--- src/rtl/iter_div_unit_pkg.sv ---
// Shared types for the iterative divider: FSM state encoding.
package iter_div_unit_pkg;

  typedef enum logic [2:0] {
    DIV_ST_IDLE = 3'd0,
    DIV_ST_PREP = 3'd1,
    DIV_ST_CALC = 3'd2,
    DIV_ST_FIX  = 3'd3,
    DIV_ST_DONE = 3'd4
  } div_state_e;

endpackage

--- src/rtl/iter_div_unit_div_step.sv ---
// One combinational restoring-division step: shift in the next dividend bit,
// subtract the divisor when it fits, and shift the new quotient bit in.
module div_step #(
  parameter int WIDTH = 32
) (
  input  logic [WIDTH:0]   rem_in,
  input  logic [WIDTH-1:0] quo_in,
  input  logic [WIDTH-1:0] divisor,
  output logic [WIDTH:0]   rem_out,
  output logic [WIDTH-1:0] quo_out
);

  logic [WIDTH:0] shifted;
  logic           take;

  assign shifted = {rem_in[WIDTH-1:0], quo_in[WIDTH-1]};
  // rem_in[WIDTH] set would mean the shifted value overflowed the window, so it always fits
  assign take    = rem_in[WIDTH] | (shifted >= {1'b0, divisor});
  assign rem_out = take ? (shifted - {1'b0, divisor}) : shifted;
  assign quo_out = {quo_in[WIDTH-2:0], take};

endmodule

--- src/rtl/iter_div_unit.sv ---
// Multi-cycle signed/unsigned integer divider, K quotient bits per cycle,
// valid/ready on both sides with a tag carried alongside each op.
module iter_div_unit
  import iter_div_unit_pkg::*;
#(
  parameter int WIDTH = 32,
  parameter int K     = 1,
  parameter int TAG_W = 6
) (
  input  logic             clk,
  input  logic             reset,
  input  logic             flush,
  input  logic             in_valid,
  output logic             in_ready,
  input  logic             is_unsigned,
  input  logic             use_mod,
  input  logic [WIDTH-1:0] src1,
  input  logic [WIDTH-1:0] src2,
  input  logic [TAG_W-1:0] in_tag,
  output logic             out_valid,
  input  logic             out_ready,
  output logic [WIDTH-1:0] result,
  output logic [TAG_W-1:0] out_tag,
  output logic             busy
);

  localparam int CNT_W = $clog2(WIDTH) + 1;
  localparam logic [WIDTH-1:0] MIN_VAL = {1'b1, {(WIDTH-1){1'b0}}};

  div_state_e state_q, state_d;

  logic             op_uns, op_mod, sign_q, sign_r, special_q;
  logic [TAG_W-1:0] tag_q;
  logic [WIDTH-1:0] quo_q, div_q;
  logic [WIDTH:0]   rem_q;
  logic [CNT_W-1:0] count;

  logic             accept;
  logic             s1, s2, div_zero, ovf;
  logic [WIDTH-1:0] mag1, mag2, q_fin, r_fin;

  logic [WIDTH:0]   rem_ch [0:K];
  logic [WIDTH-1:0] quo_ch [0:K];

  assign in_ready  = (state_q == DIV_ST_IDLE) & ~flush;
  assign accept    = in_valid & in_ready;
  assign busy      = (state_q != DIV_ST_IDLE);
  assign out_valid = (state_q == DIV_ST_DONE);

  // In PREP, quo_q/div_q still hold the raw operands latched at accept.
  assign s1       = ~op_uns & quo_q[WIDTH-1];
  assign s2       = ~op_uns & div_q[WIDTH-1];
  assign mag1     = s1 ? -quo_q : quo_q;
  assign mag2     = s2 ? -div_q : div_q;
  assign div_zero = (div_q == '0);
  assign ovf      = ~op_uns & (quo_q == MIN_VAL) & (div_q == '1);

  assign q_fin = (~special_q & sign_q) ? -quo_q : quo_q;
  assign r_fin = (~special_q & sign_r) ? -rem_q[WIDTH-1:0] : rem_q[WIDTH-1:0];

  assign rem_ch[0] = rem_q;
  assign quo_ch[0] = quo_q;

  for (genvar k = 0; k < K; k++) begin : g_step
    div_step #(.WIDTH(WIDTH)) u_step (
      .rem_in  (rem_ch[k]),
      .quo_in  (quo_ch[k]),
      .divisor (div_q),
      .rem_out (rem_ch[k+1]),
      .quo_out (quo_ch[k+1])
    );
  end

  always_ff @(posedge clk) begin
    if (reset) state_q <= DIV_ST_IDLE;
    else       state_q <= state_d;
  end

  always_comb begin
    state_d = state_q;
    case (state_q)
      DIV_ST_IDLE: if (accept) state_d = DIV_ST_PREP;
      DIV_ST_PREP: state_d = (div_zero | ovf) ? DIV_ST_FIX : DIV_ST_CALC;
      DIV_ST_CALC: if (count == CNT_W'(WIDTH - K)) state_d = DIV_ST_FIX;
      DIV_ST_FIX:  state_d = DIV_ST_DONE;
      DIV_ST_DONE: if (out_ready) state_d = DIV_ST_IDLE;
      default:     state_d = DIV_ST_IDLE;
    endcase
    if (flush) state_d = DIV_ST_IDLE;
  end

  always_ff @(posedge clk) begin
    if (reset) begin
      op_uns    <= 1'b0;
      op_mod    <= 1'b0;
      sign_q    <= 1'b0;
      sign_r    <= 1'b0;
      special_q <= 1'b0;
      tag_q     <= '0;
      quo_q     <= '0;
      div_q     <= '0;
      rem_q     <= '0;
      count     <= '0;
      result    <= '0;
      out_tag   <= '0;
    end else begin
      case (state_q)
        DIV_ST_IDLE: begin
          if (accept) begin
            op_uns <= is_unsigned;
            op_mod <= use_mod;
            quo_q  <= src1;
            div_q  <= src2;
            tag_q  <= in_tag;
          end
        end
        DIV_ST_PREP: begin
          sign_q    <= s1 ^ s2;
          sign_r    <= s1;
          special_q <= div_zero | ovf;
          count     <= '0;
          // Special cases park their final q/r in the working registers.
          if (div_zero) begin
            quo_q <= '1;
            rem_q <= {1'b0, quo_q};
          end else if (ovf) begin
            rem_q <= '0;
          end else begin
            quo_q <= mag1;
            div_q <= mag2;
            rem_q <= '0;
          end
        end
        DIV_ST_CALC: begin
          quo_q <= quo_ch[K];
          rem_q <= rem_ch[K];
          count <= count + CNT_W'(K);
        end
        DIV_ST_FIX: begin
          result  <= op_mod ? r_fin : q_fin;
          out_tag <= tag_q;
        end
        default: ;
      endcase
    end
  end

endmodule

--- config.mk ---
export PLATFORM = sky130hd
export DESIGN_NAME = iter_div_unit
export DESIGN_NICKNAME = d
export VERILOG_FILES = /design/src/rtl/iter_div_unit_pkg.sv /design/src/rtl/iter_div_unit_div_step.sv /design/src/rtl/iter_div_unit.sv
export SDC_FILE = /design/constraint.sdc
export NUM_CORES = 1
export LEC_CHECK = 0
export BUFFER_PORTS_ARGS = -buffer_cell sky130_fd_sc_hd__buf_2
export CAP_MARGIN = 40
export CORE_MARGIN = 2
export CORE_UTILIZATION = 30
export DETAILED_ROUTE_END_ITERATION = 10
export MAX_ROUTING_LAYER = met4
export PLACE_DENSITY = 0.48
export SLEW_MARGIN = 20
export SYNTH_ARGS = -nofsm -noshare
export SYNTH_HDL_FRONTEND = slang
export SYNTH_SLANG_ARGS = --single-unit
--- constraint.sdc ---
create_clock -name clk -period 6.9 [get_ports clk]
set_clock_uncertainty 0.15 [all_clocks]
set_input_delay 2.07 -clock clk [delete_from_list [all_inputs] [get_ports clk]]
set_output_delay 2.07 -clock clk [all_outputs]
set_load 0.1 [all_outputs]
Word level (Yosys, flattened, before mapping)

Index checks and enable logic that the tools add are counted.

Input port bits: 77
Logic and storage cells: 81
Flip-flop bits (word level): 155
Output and inout port bits: 41

Bitwise gates (word level): 14
Equal/unequal tests: 15
Order comparisons: 1
Reduce and logical (&&, ||, !) cells: 11
$add $sub $neg: 5
Muxes and demuxes: 22

Operators by type and width:

| kind                                                | count |
|---|---|
| 2-to-1 mux 32 bit                                   | 12 |
| negation 32 bit                                     | 3 |
| one-hot mux 32 bit (3 select lines)                 | 1 |
| one-hot mux 33 bit (2 select lines)                 | 1 |
| equality test 32 bit, second input constant         | 2 |
| one-hot mux 32 bit (2 select lines)                 | 1 |
| greater-or-equal comparator 33 x 32 -> 1 bit        | 1 |
| 2-to-1 mux 33 bit                                   | 1 |
| subtractor 33 x 32 -> 33 bit                        | 1 |
| logical NOT 32 bit                                  | 1 |
| one-hot mux 3 bit (5 select lines)                  | 1 |
| one-hot mux 6 bit (2 select lines)                  | 1 |
| inequality test 2 bit, second input constant        | 5 |
| 2-to-1 mux 3 bit                                    | 3 |
| bitwise AND 1 bit                                   | 8 |
| adder 6 x 1 -> 6 bit, second input constant         | 1 |
| equality test 3 x 2 -> 1 bit, second input constant | 2 |
| equality test 6 x 5 -> 1 bit, second input constant | 1 |
| inequality test 3 bit, second input constant        | 2 |
| nonzero test 3 bit                                  | 2 |
| AND reduction 5 bit                                 | 1 |
| AND reduction 4 bit                                 | 1 |
| nonzero test 2 bit                                  | 2 |
| equality test 3 x 1 -> 1 bit, second input constant | 1 |
| 10 further kinds                                    | 13 |

Longest topological paths before layout

Gate-level depths: netlist (run 1).

Depth in word-level cells: 6
Gate-level depth with buffers: 14

Modules after synthesis

A second synthesis (run 1) with hierarchy kept.

Cell total of the unflattened synthesis: 1652
Area, all modules: 12695.9 um^2

Modules (own cells, without submodules):

| module        | instances | area each (um^2) | cells each | seq. area each (um^2) |
|---|---|---|---|---|
| iter_div_unit | 1         | 10010.9          | 1295       | 3103.0 |
| div_step      | 1         | 2685.1           | 357        | 0.0 |

Worst setup path before layout (run 1)

Ideal clock, no wire load.

Kind: input to output
From: input flush
To: output in_ready
Stages on the path: 1
Arrival time: 3371 ps
Slack: 1309 ps
Cell sequence: nor2_1

Cells in the longest elaborated chain, start to end: 2

RTL lines:

| what              | line                | text |
|---|---|---|
| from (decl)       | iter_div_unit.sv:12 | `input logic flush,` |
| NOT 1 bit         | iter_div_unit.sv:45 | `assign in_ready = (state_q == DIV_ST_IDLE) & ~flush;` |
| bitwise AND 1 bit | iter_div_unit.sv:45 |  |
| to (decl)         | iter_div_unit.sv:14 | `output logic in_ready,` |

Every way passes these cells.

Worst setup path after layout (run 1)

Ends and elaborated chain as after synthesis.

==> impl_metrics.json, run 1 <==
{
  "placedCellCount": 2051,
  "multiInputGateArea_um2": 7604,
  "worstSetupEndpointType": "output pin",
  "io_pins": 118,
  "drt_wl_total_um": 41510,
  "synthFlopType": "dfxtp_1",
  "period_needed_ns": 5.005,
  "wl_met2_um": 18610,
  "yosysSeqAreaShare_pct": 27.12,
  "cts_root_buf": "clkbuf_16",
  "post_drt_wl_per_cell_um": 19.90,
  "cts.hold.buffers_added": 0,
  "cp_common_cell": "buf_2",
  "wirelength_met1_um": 19910,
  "crit_buf_inv": 2,
  "dp_hpwl_um": 30280,
  "grt_max_degree": 84,
  "run_status": "complete, no violations",
  "port_buffers": 117,
  "synth_fa_ha_area_share_pct": 4.221,
  "cpMaxStageDelayCell": "buf_2",
  "synth_edf_count": 0,
  "synth.distinct_cells": 83,
  "hold_path.class": "flop to flop",
  "grt_first_pass_wirelength_um": 64680,
  "worst_skew_pair.late_latency_ns": 0.47,
  "grt_use_total_pct": 21.82,
  "die_h_um": 199.3,
  "cts_setup_buffers": 0,
  "arrival_ns": 2.79,
  "critPathTopFamily": "buffers and inverters",
  "routed.top_layer": "met4",
  "synth_area_per_cell_um2": 7.425,
  "cp_max_fo": 3,
  "setup_viol": 0,
  "power_density_nw_per_um2": 223.1,
  "first_pass_iters": 5,
  "drv_slew": 0,
  "crit_type": "input pin to output pin",
  "vias_per_cell": 5.623,
  "muxShareOfSynthArea_pct": 2.296,
  "syn_nets": 1656,
  "synthSimpleGateAreaFrac_pct": 22.17,
  "vias": 11730,
  "leakage_nw": 4.917,
  "dr_wl_met3_um": 1940,
  "die_area_um2": 39720,
  "synth_xor_area_share_pct": 7.884,
  "final_util_pct": 34.46,
  "slew_headroom_pct": 45.45,
  "max-clock-path-buffers": 2,
  "tns_ns": 0,
  "synth_top_family_by_area": "compound AO/OA/AOI/OAI gates",
  "gp_congestion": 0.8917,
  "dieWidth_um": 199.3,
  "ir_worst_vdd_mv": 0.1888,
  "register_area_um2": 3104,
  "drc": 0,
  "cts.sinks": 155,
  "rows": 71,
  "cts_tree": "yes",
  "max_cap_viol_count": 0,
  "worst_pin_slew_ns": 0.8147,
  "power_w": 0.002888,
  "cts_buffers": 17,
  "final_layout_size_suffix_gt1_share_pct": 13.84,
  "async_reset_ff_share_pct": 0,
  "setup_ws_ns": 1.895,
  "core_region_area_um2": 37580,
  "fin_nets": 1677,
  "syn_area_um2": 11440,
  "ant_nets": 0,
  "initial_core_util_pct": 30.45,
  "fmaxAchievable_mhz": 199.8,
  "start_kind": "input pin",
  "final-instance-count-excl-fill": 2086,
  "slowest_delay_ns": 0.45,
  "period_share_pct": 72.54,
  "num_antenna_cells": 0,
  "drtIter0Drc": 1038,
  "rsz0062_at_grt": "no",
  "synthCells": 1541,
  "cts_resized": 0,
  "hold_violations": 0,
  "path_cells": "buf_2, nor2_1, buf_2",
  "syn2layout_area_growth_pct": 13.15,
  "dp_slack_ns": 1.895,
  "grt_pass1_vias": 10990,
  "fillCellCount": 4086,
  "synth_compound_area_share_pct": 29.60,
  "worstPathRequired_ns": 4.68,
  "synth-seq-cells": 155,
  "antenna_found_initial": 0,
  "path_clk_slew_ns": 0.07,
  "cts_max_level": 4,
  "yosys_warnings": 0,
  "grt_overflow": 0
}
-- tightest hold or removal path, cell delays in order, from the launching register on --
cell     delay [ns]
dfxtp_1        0.31
nand2_1        0.05
a21oi_1        0.05
-- final timing paths --
kind / slack [ns] / to / cells past startpoint / startpoint
worst min-delay path: 0.30 / result[8]$_SDFFE_PP0P_ / 2 / result[8]$_SDFFE_PP0P_
worst max-delay path: 1.89 / in_ready / 3 / flush
worst min register to register: 0.30 / result[8]$_SDFFE_PP0P_ / 2 / result[8]$_SDFFE_PP0P_
worst max register to register: 2.58 / rem_q[1]$_SDFFE_PP0N_ / 12 / div_q[1]$_SDFFE_PP0P_
-- area by class of cell --
type | count | share of cell area, %
Multi-Input combinational cell | 1200 | 58.73
Sequential cell | 155 | 23.98
Timing Repair Buffer | 138 | 6.378
Tap cell | 511 | 4.938
Clock buffer | 17 | 3.286
Inverter | 50 | 1.450
Clock inverter | 15 | 1.247
-- through the flow --
step | hold WS, ns | instance area (um2)
3_3_place_gp | 0.2886 | 12240
5_1_grt | 0.3176 | 12950
6_report | 0.2998 | 12950
3_5_place_dp | 0.2917 | 12300
4_1_cts | 0.3021 | 12880
2_1_floorplan | 0.2822 | 11440
-- cells by family (layout without fill, tap and decap cells) --
| group | Yosys count | after routing |
|---|---|---|
| buffers and inverters | 186 | 220 |
| AND/OR/NAND/NOR | 527 | 527 |
| multiplexers | 26 | 26 |
| XOR/XNOR | 103 | 103 |
| adder cells (fa/ha/maj) | 38 | 38 |
| flip-flops | 155 | 155 |
| AO/OA/AOI/OAI | 506 | 506 |
-- state kept, by name, summed over array words and instances, names as in the netlist, 3 cells and up --
signal,cells
count,6
rem_q,33
quo_q,32
result,32
div_q,32
tag_q,6
state_q,3
out_tag,6
-- cell usage in the layout, fill, tap and decap left out, types with 17 or more instances in the layout --
cell type / instances
nor4_1: 17
mux2i_1: 24
a211oi_1: 43
nand4_1: 25
o21ai_0: 60
a221oi_1: 38
inv_1: 49
nor3_1: 33
clkbuf_16: 17
a22oi_1: 29
ha_1: 37
dfxtp_1: 154
nand3_1: 32
o211ai_1: 33
nand2_1: 182
a21oi_1: 179
xor2_1: 45
buf_4: 17
buf_2: 116
nor2_1: 141
xnor2_1: 58
or3_1: 18
-- Yosys cell counts (6+ instances only) --
cell type  number  area (um2)
mux2i_1        24       240.2
and3_1          8       50.05
nand3_1        32       160.2
inv_1          49       183.9
o41ai_1         6       52.55
xor2_1         45       394.1
nor4_1         17       106.4
a21o_1         11       82.58
a21oi_1       180       900.9
o22ai_1        14       87.58
clkbuf_1      103       386.6
a211oi_1       43       322.8
a31oi_1        16       100.1
o211ai_1       33       247.7
or2_2           7       43.79
dfxtp_1       155        3103
nor3_1         33       165.2
or4_1           7       52.55
a211oi_2        9       112.6
nand2b_1       12       75.07
nand4_1        25       156.4
a311oi_1       10       87.58
nor3b_1         6       45.04
o31ai_1        11       82.58
nand2_1       183       686.9
a221oi_1       38       332.8
ha_1           37       462.9
o21ai_0        60       300.3
xnor2_1        58       508.0
a22oi_1        29       217.7
or3_1          18       112.6
nor2_1        142       533.0
buf_2          17       85.08
buf_1           9       33.78
-- metal layers --
metal | vias up | GRT usage (%)
li1 | 5685 | -
met1 | 5645 | 29.76
met4 | 0 | 7.407
met3 | 58 | 2.616
met2 | 341 | 33.31
met5 | - | -
-- where the power goes --
part	leakage, nW	switching [W]	internal [W]
sequential	1.26	0.000109	0.000940
clock	0.290	0.000486	0.000487
combinational	3.36	0.000530	0.000336
Note: power is estimated with default switching activity, not from simulation.
==> run 2: changes to the inputs <==
PLACE_DENSITY = 0.5   (was 0.48)
clock period = 4.6 ns   (was 6.9 ns; I/O delays follow)
==> impl_metrics.json, run 2 (synthesis results as in run 1) <==
{
  "cts.sinks": 155,
  "cts_max_level": 4,
  "core_region_area_um2": 37580,
  "worstPathRequired_ns": 4.79,
  "antenna_found_initial": 0,
  "dp_slack_ns": 0.8111,
  "cts_tree": "yes",
  "port_buffers": 117,
  "num_antenna_cells": 0,
  "final_layout_size_suffix_gt1_share_pct": 14.04,
  "tns_ns": 0,
  "worst_skew_pair.late_latency_ns": 0.46,
  "r2r_cells": 12,
  "mostFrequentLayoutCell": "nand2_1",
  "drt_wl_total_um": 41500,
  "cp_max_fo": 13,
  "worst_pin_slew_ns": 0.8924,
  "hold_path.class": "flop to flop",
  "fmaxAchievable_mhz": 260.2,
  "grt_use_total_pct": 21.49,
  "hold_violations": 0,
  "crit_type": "flop to flop",
  "path_clk_slew_ns": 0.07,
  "die_h_um": 199.3,
  "placedCellCount": 2058,
  "grt_max_degree": 149,
  "largest_reg_flops": 33,
  "run_status": "complete, no violations",
  "start_kind": "flop",
  "ant_nets": 0,
  "dieWidth_um": 199.3,
  "drtIter0Drc": 967,
  "arrival_ns": 4.03,
  "timing.rr.start": "div_q[1]$_SDFFE_PP0P_",
  "worstReg2RegEnd": "rem_q[32]$_SDFFE_PP0N_",
  "final_util_pct": 34.53,
  "max_cap_viol_count": 0,
  "cts_resized": 0,
  "top_register": "rem_q",
  "grt_pass1_vias": 10880,
  "io_pins": 118,
  "drc": 0,
  "cts_setup_buffers": 0,
  "cts_buffers": 17,
  "period_needed_ns": 3.843,
  "syn2layout_area_growth_pct": 13.38,
  "slew_headroom_pct": 40.51,
  "setup_ws_ns": 0.7575,
  "layout_common_cells": "182 x nand2_1, 179 x a21oi_1, 154 x dfxtp_1, 141 x nor2_1, 116 x buf_2",
  "rows": 71,
  "rsz0062_at_grt": "no",
  "grt_overflow": 0,
  "ir_worst_vdd_mv": 0.2775,
  "final-instance-count-excl-fill": 2092,
  "cts_root_buf": "clkbuf_16",
  "fin_nets": 1683,
  "r2r_setup_slack_ns": 0.76,
  "cts.hold.buffers_added": 0,
  "grt_first_pass_wirelength_um": 64010,
  "die_area_um2": 39720,
  "max-clock-path-buffers": 2,
  "drv_slew": 0,
  "setup_viol": 0,
  "vias": 11760,
  "initial_core_util_pct": 30.45,
  "worstSetupEndpointType": "flop",
  "post_drt_wl_per_cell_um": 19.84,
  "gp_congestion": 0.9072,
  "leakage_nw": 4.928,
  "first_pass_iters": 6,
  "hold_start": "out_tag[3]$_SDFFE_PP0P_",
  "period_share_pct": 83.53,
  "power_density_nw_per_um2": 336.5,
  "min_to": "out_tag[3]$_SDFFE_PP0P_",
  "dp_hpwl_um": 30460,
  "vias_per_cell": 5.623,
  "hold_depth": 2
}
-- run 2: cell types whose count changed in the layout (fill, tap and decap cells not counted), moves of 2 or more --
cell        change
bufinv_16       +2
inv_6           -2
buf_12          +3
clkinv_8        -2
buf_16          -3
clkinvlp_4      +2
inv_8           -5
clkinv_4        +3
buf_4           +6
-- run 2: area by class of cell --
type | count | area (um2)
clock buffer | 18 | 429.2
multi-input combinational | 1200 | 7604
clock inverter | 14 | 161.4
timing repair buffer | 144 | 848.3
fill | 4041 | 24600
inverter | 50 | 187.7
sequential | 155 | 3104
tap | 511 | 639.4
-- run 2: per-stage QoR --
step	instance area [um2]	power [W]	hold WS, ns
finish	12970	0.004366	0.2997
global route	12970	0.004582	0.3173
CTS	12940	0.004385	0.3026
detailed placement	12350	0.002915	0.2927
global placement	12340	0.002908	0.2881
floorplan	11440	0.002539	0.2822
-- run 2: how the worst max path moves through the flow --
stage                            startpoint                      to  slack [ns]
finish                div_q[1]$_SDFFE_PP0P_  rem_q[32]$_SDFFE_PP0N_        0.76
global route          div_q[1]$_SDFFE_PP0P_  rem_q[15]$_SDFFE_PP0N_        0.54
CTS                   div_q[1]$_SDFFE_PP0P_  rem_q[32]$_SDFFE_PP0N_        0.80
detailed placement    div_q[1]$_SDFFE_PP0P_  rem_q[32]$_SDFFE_PP0N_        0.81
global placement      div_q[1]$_SDFFE_PP0P_  rem_q[32]$_SDFFE_PP0N_        0.95
floorplan           state_q[2]$_SDFFE_PP0P_  div_q[10]$_SDFFE_PP0P_         0.1
-- run 2: worst max-delay path: stages, from the launching register on --
cell and delay (ns):
dfxtp_1 0.46, inv_1 0.13, ha_1 0.32, nor2b_1 0.15, o31a_1 0.27, o31ai_2 0.28
a211oi_2 0.15, a2111oi_4 0.49, o21bai_2 0.19, a31oi_4 0.50, buf_4 0.26, nor4b_1 0.06
a311o_1 0.33
-- run 2: power breakdown --
part           internal (W)  total [W]  switching [W]
clock network      0.000810    0.00146       0.000653
logic              0.000526    0.00133       0.000801
registers           0.00141    0.00158       0.000164
-- run 2: per-layer routing --
| metal | vias up | routed length [um] | global-route usage, % |
|---|---|---|---|
| met3 | 51 | 2535 | 2.852 |
| met2 | 419 | 18630 | 32.87 |
| li1 | 5693 | - | - |
| met4 | 0 | 839 | 6.633 |
| met1 | 5600 | 19500 | 29.36 |
| met5 | - | 0 | - |
==> run 3: changes to the inputs <==
PLACE_DENSITY = 0.48   (was 0.5)
clock period = 3.62 ns   (was 4.6 ns; I/O delays follow)
==> impl_metrics.json, run 3 (synthesis results as in run 1) <==
{
  "mostFrequentLayoutCell": "nand2_1",
  "worstSetupEndpointType": "flop",
  "max-clock-path-buffers": 2,
  "dp_hpwl_um": 31620,
  "r2r_setup_slack_ns": 0.15,
  "io_pins": 118,
  "intPower_w": 0.003481,
  "first_pass_iters": 5,
  "worst_pin_slew_ns": 0.8393,
  "syn2layout_area_growth_pct": 16.58,
  "setup_ws_ns": 0.1514,
  "grt_use_total_pct": 22.34,
  "core_region_area_um2": 37580,
  "gp_congestion": 0.9262,
  "cts_root_buf": "clkbuf_16",
  "hold_path.class": "flop to flop",
  "initial_core_util_pct": 30.45,
  "power_density_nw_per_um2": 418.4,
  "dieWidth_um": 199.3,
  "cp_max_fo": 36,
  "cts.sinks": 155,
  "die_h_um": 199.3,
  "cts_resized": 0,
  "grt_max_degree": 149,
  "drtIter0Drc": 974,
  "drv_slew": 0,
  "seqPwrFrac_pct": 34.8,
  "switching_share_pct": 37.63,
  "cts_max_level": 4,
  "max_cap_viol_count": 0,
  "final_layout_size_suffix_gt1_share_pct": 16.64,
  "cts_buffers": 17,
  "grt_first_pass_wirelength_um": 66360,
  "fin_nets": 1726,
  "setup_viol": 0,
  "p_comb_share_pct": 33.0,
  "cts_setup_buffers": 0,
  "vias_per_cell": 5.553,
  "cts.hold.buffers_added": 0,
  "rows": 71,
  "worst_skew_pair.late_latency_ns": 0.46,
  "layout_common_cells": "182 x nand2_1, 179 x a21oi_1, 153 x dfxtp_1, 140 x nor2_1, 116 x buf_2",
  "ir_worst_vdd_mv": 0.3677,
  "drc": 0,
  "crit_type": "flop to flop",
  "path_clk_slew_ns": 0.07,
  "whs_ns": 0.2963,
  "worstPathRequired_ns": 3.79,
  "grt_overflow": 0,
  "post_drt_wl_per_cell_um": 20.04,
  "arrival_ns": 3.64,
  "run_status": "complete, no violations",
  "drt_wl_total_um": 42770,
  "die_area_um2": 39720,
  "clkPwrFrac_pct": 32.2,
  "fmaxAchievable_mhz": 288.3,
  "top_register": "rem_q",
  "num_antenna_cells": 0,
  "port_buffers": 117,
  "hold_violations": 0,
  "rsz0062_at_grt": "no",
  "start_kind": "flop",
  "dp_slack_ns": 0.08807,
  "largest_reg_flops": 33,
  "cts_tree": "yes",
  "vias": 11850,
  "ant_nets": 0,
  "grt_pass1_vias": 11120,
  "slew_headroom_pct": 44.05,
  "tns_ns": 0,
  "leakage_nw": 5.154,
  "period_needed_ns": 3.469,
  "period_share_pct": 95.82,
  "power.switching_w": 0.002100,
  "antenna_found_initial": 0
}
run 3: critical path, stage by stage, from the launching register on:
cell	delay, ns
dfxtp_1	0.37
inv_1	0.08
ha_1	0.19
nor3b_4	0.33
nand4_1	0.33
or3_1	0.56
or2_1	0.34
buf_4	0.28
a21oi_1	0.18
a221oi_1	0.08
a211oi_1	0.43
run 3: path summary, 6_finish.rpt:
| kind | startpoint | endpoint | cells past startpoint |
|---|---|---|---|
| worst max-delay path | div_q[0]$_SDFFE_PP0P_ | quo_q[31]$_SDFFE_PP0P_ | 10 |
| worst min-delay path | result[28]$_SDFFE_PP0P_ | result[28]$_SDFFE_PP0P_ | 2 |
| worst max register to register | div_q[0]$_SDFFE_PP0P_ | quo_q[31]$_SDFFE_PP0P_ | 10 |
| worst min register to register | result[28]$_SDFFE_PP0P_ | result[28]$_SDFFE_PP0P_ | 2 |
run 3: final cells by class:
| class | count | area [um2] |
|---|---|---|
| fillers | 4035 | 24240 |
| multi-input cells | 1200 | 7644 |
| flip-flops and latches | 155 | 3105 |
| repair buffers | 187 | 1200 |
| well taps | 511 | 639.4 |
| clock buffers | 17 | 425.4 |
| inverters | 50 | 187.7 |
| clock inverters | 14 | 137.6 |
run 3: stage by stage:
step                std cells  util [%]  total power (W)  area [um2]
floorplan                1541         -         0.003227       11450
finish                   2134     35.50         0.005581       13340
CTS                      2134     35.40         0.005603       13300
global route             2134     35.50         0.005885       13340
global placement         2101     33.85         0.003789       12720
detailed placement       2103     33.90         0.003789       12740
run 3: power groups by stage:
stage	sequential [W]	clock, W	combinational, W
after floorplan	0.00190	0	0.00133
after CTS	0.00194	0.00184	0.00182
after global placement	0.00198	0	0.00181
after detailed placement	0.00198	0	0.00181
after global routing	0.00196	0.00191	0.00202
final	0.00194	0.00180	0.00184
run 3: metal layers:
metal  track usage [%]  up-vias  share of wire [%]
met5                 -        -                  0
met4             6.468        0                1.9
met1             30.71     5656                 48
li1                  -     5787                  -
met3             2.852       47                5.4
met2             34.21      361                 45
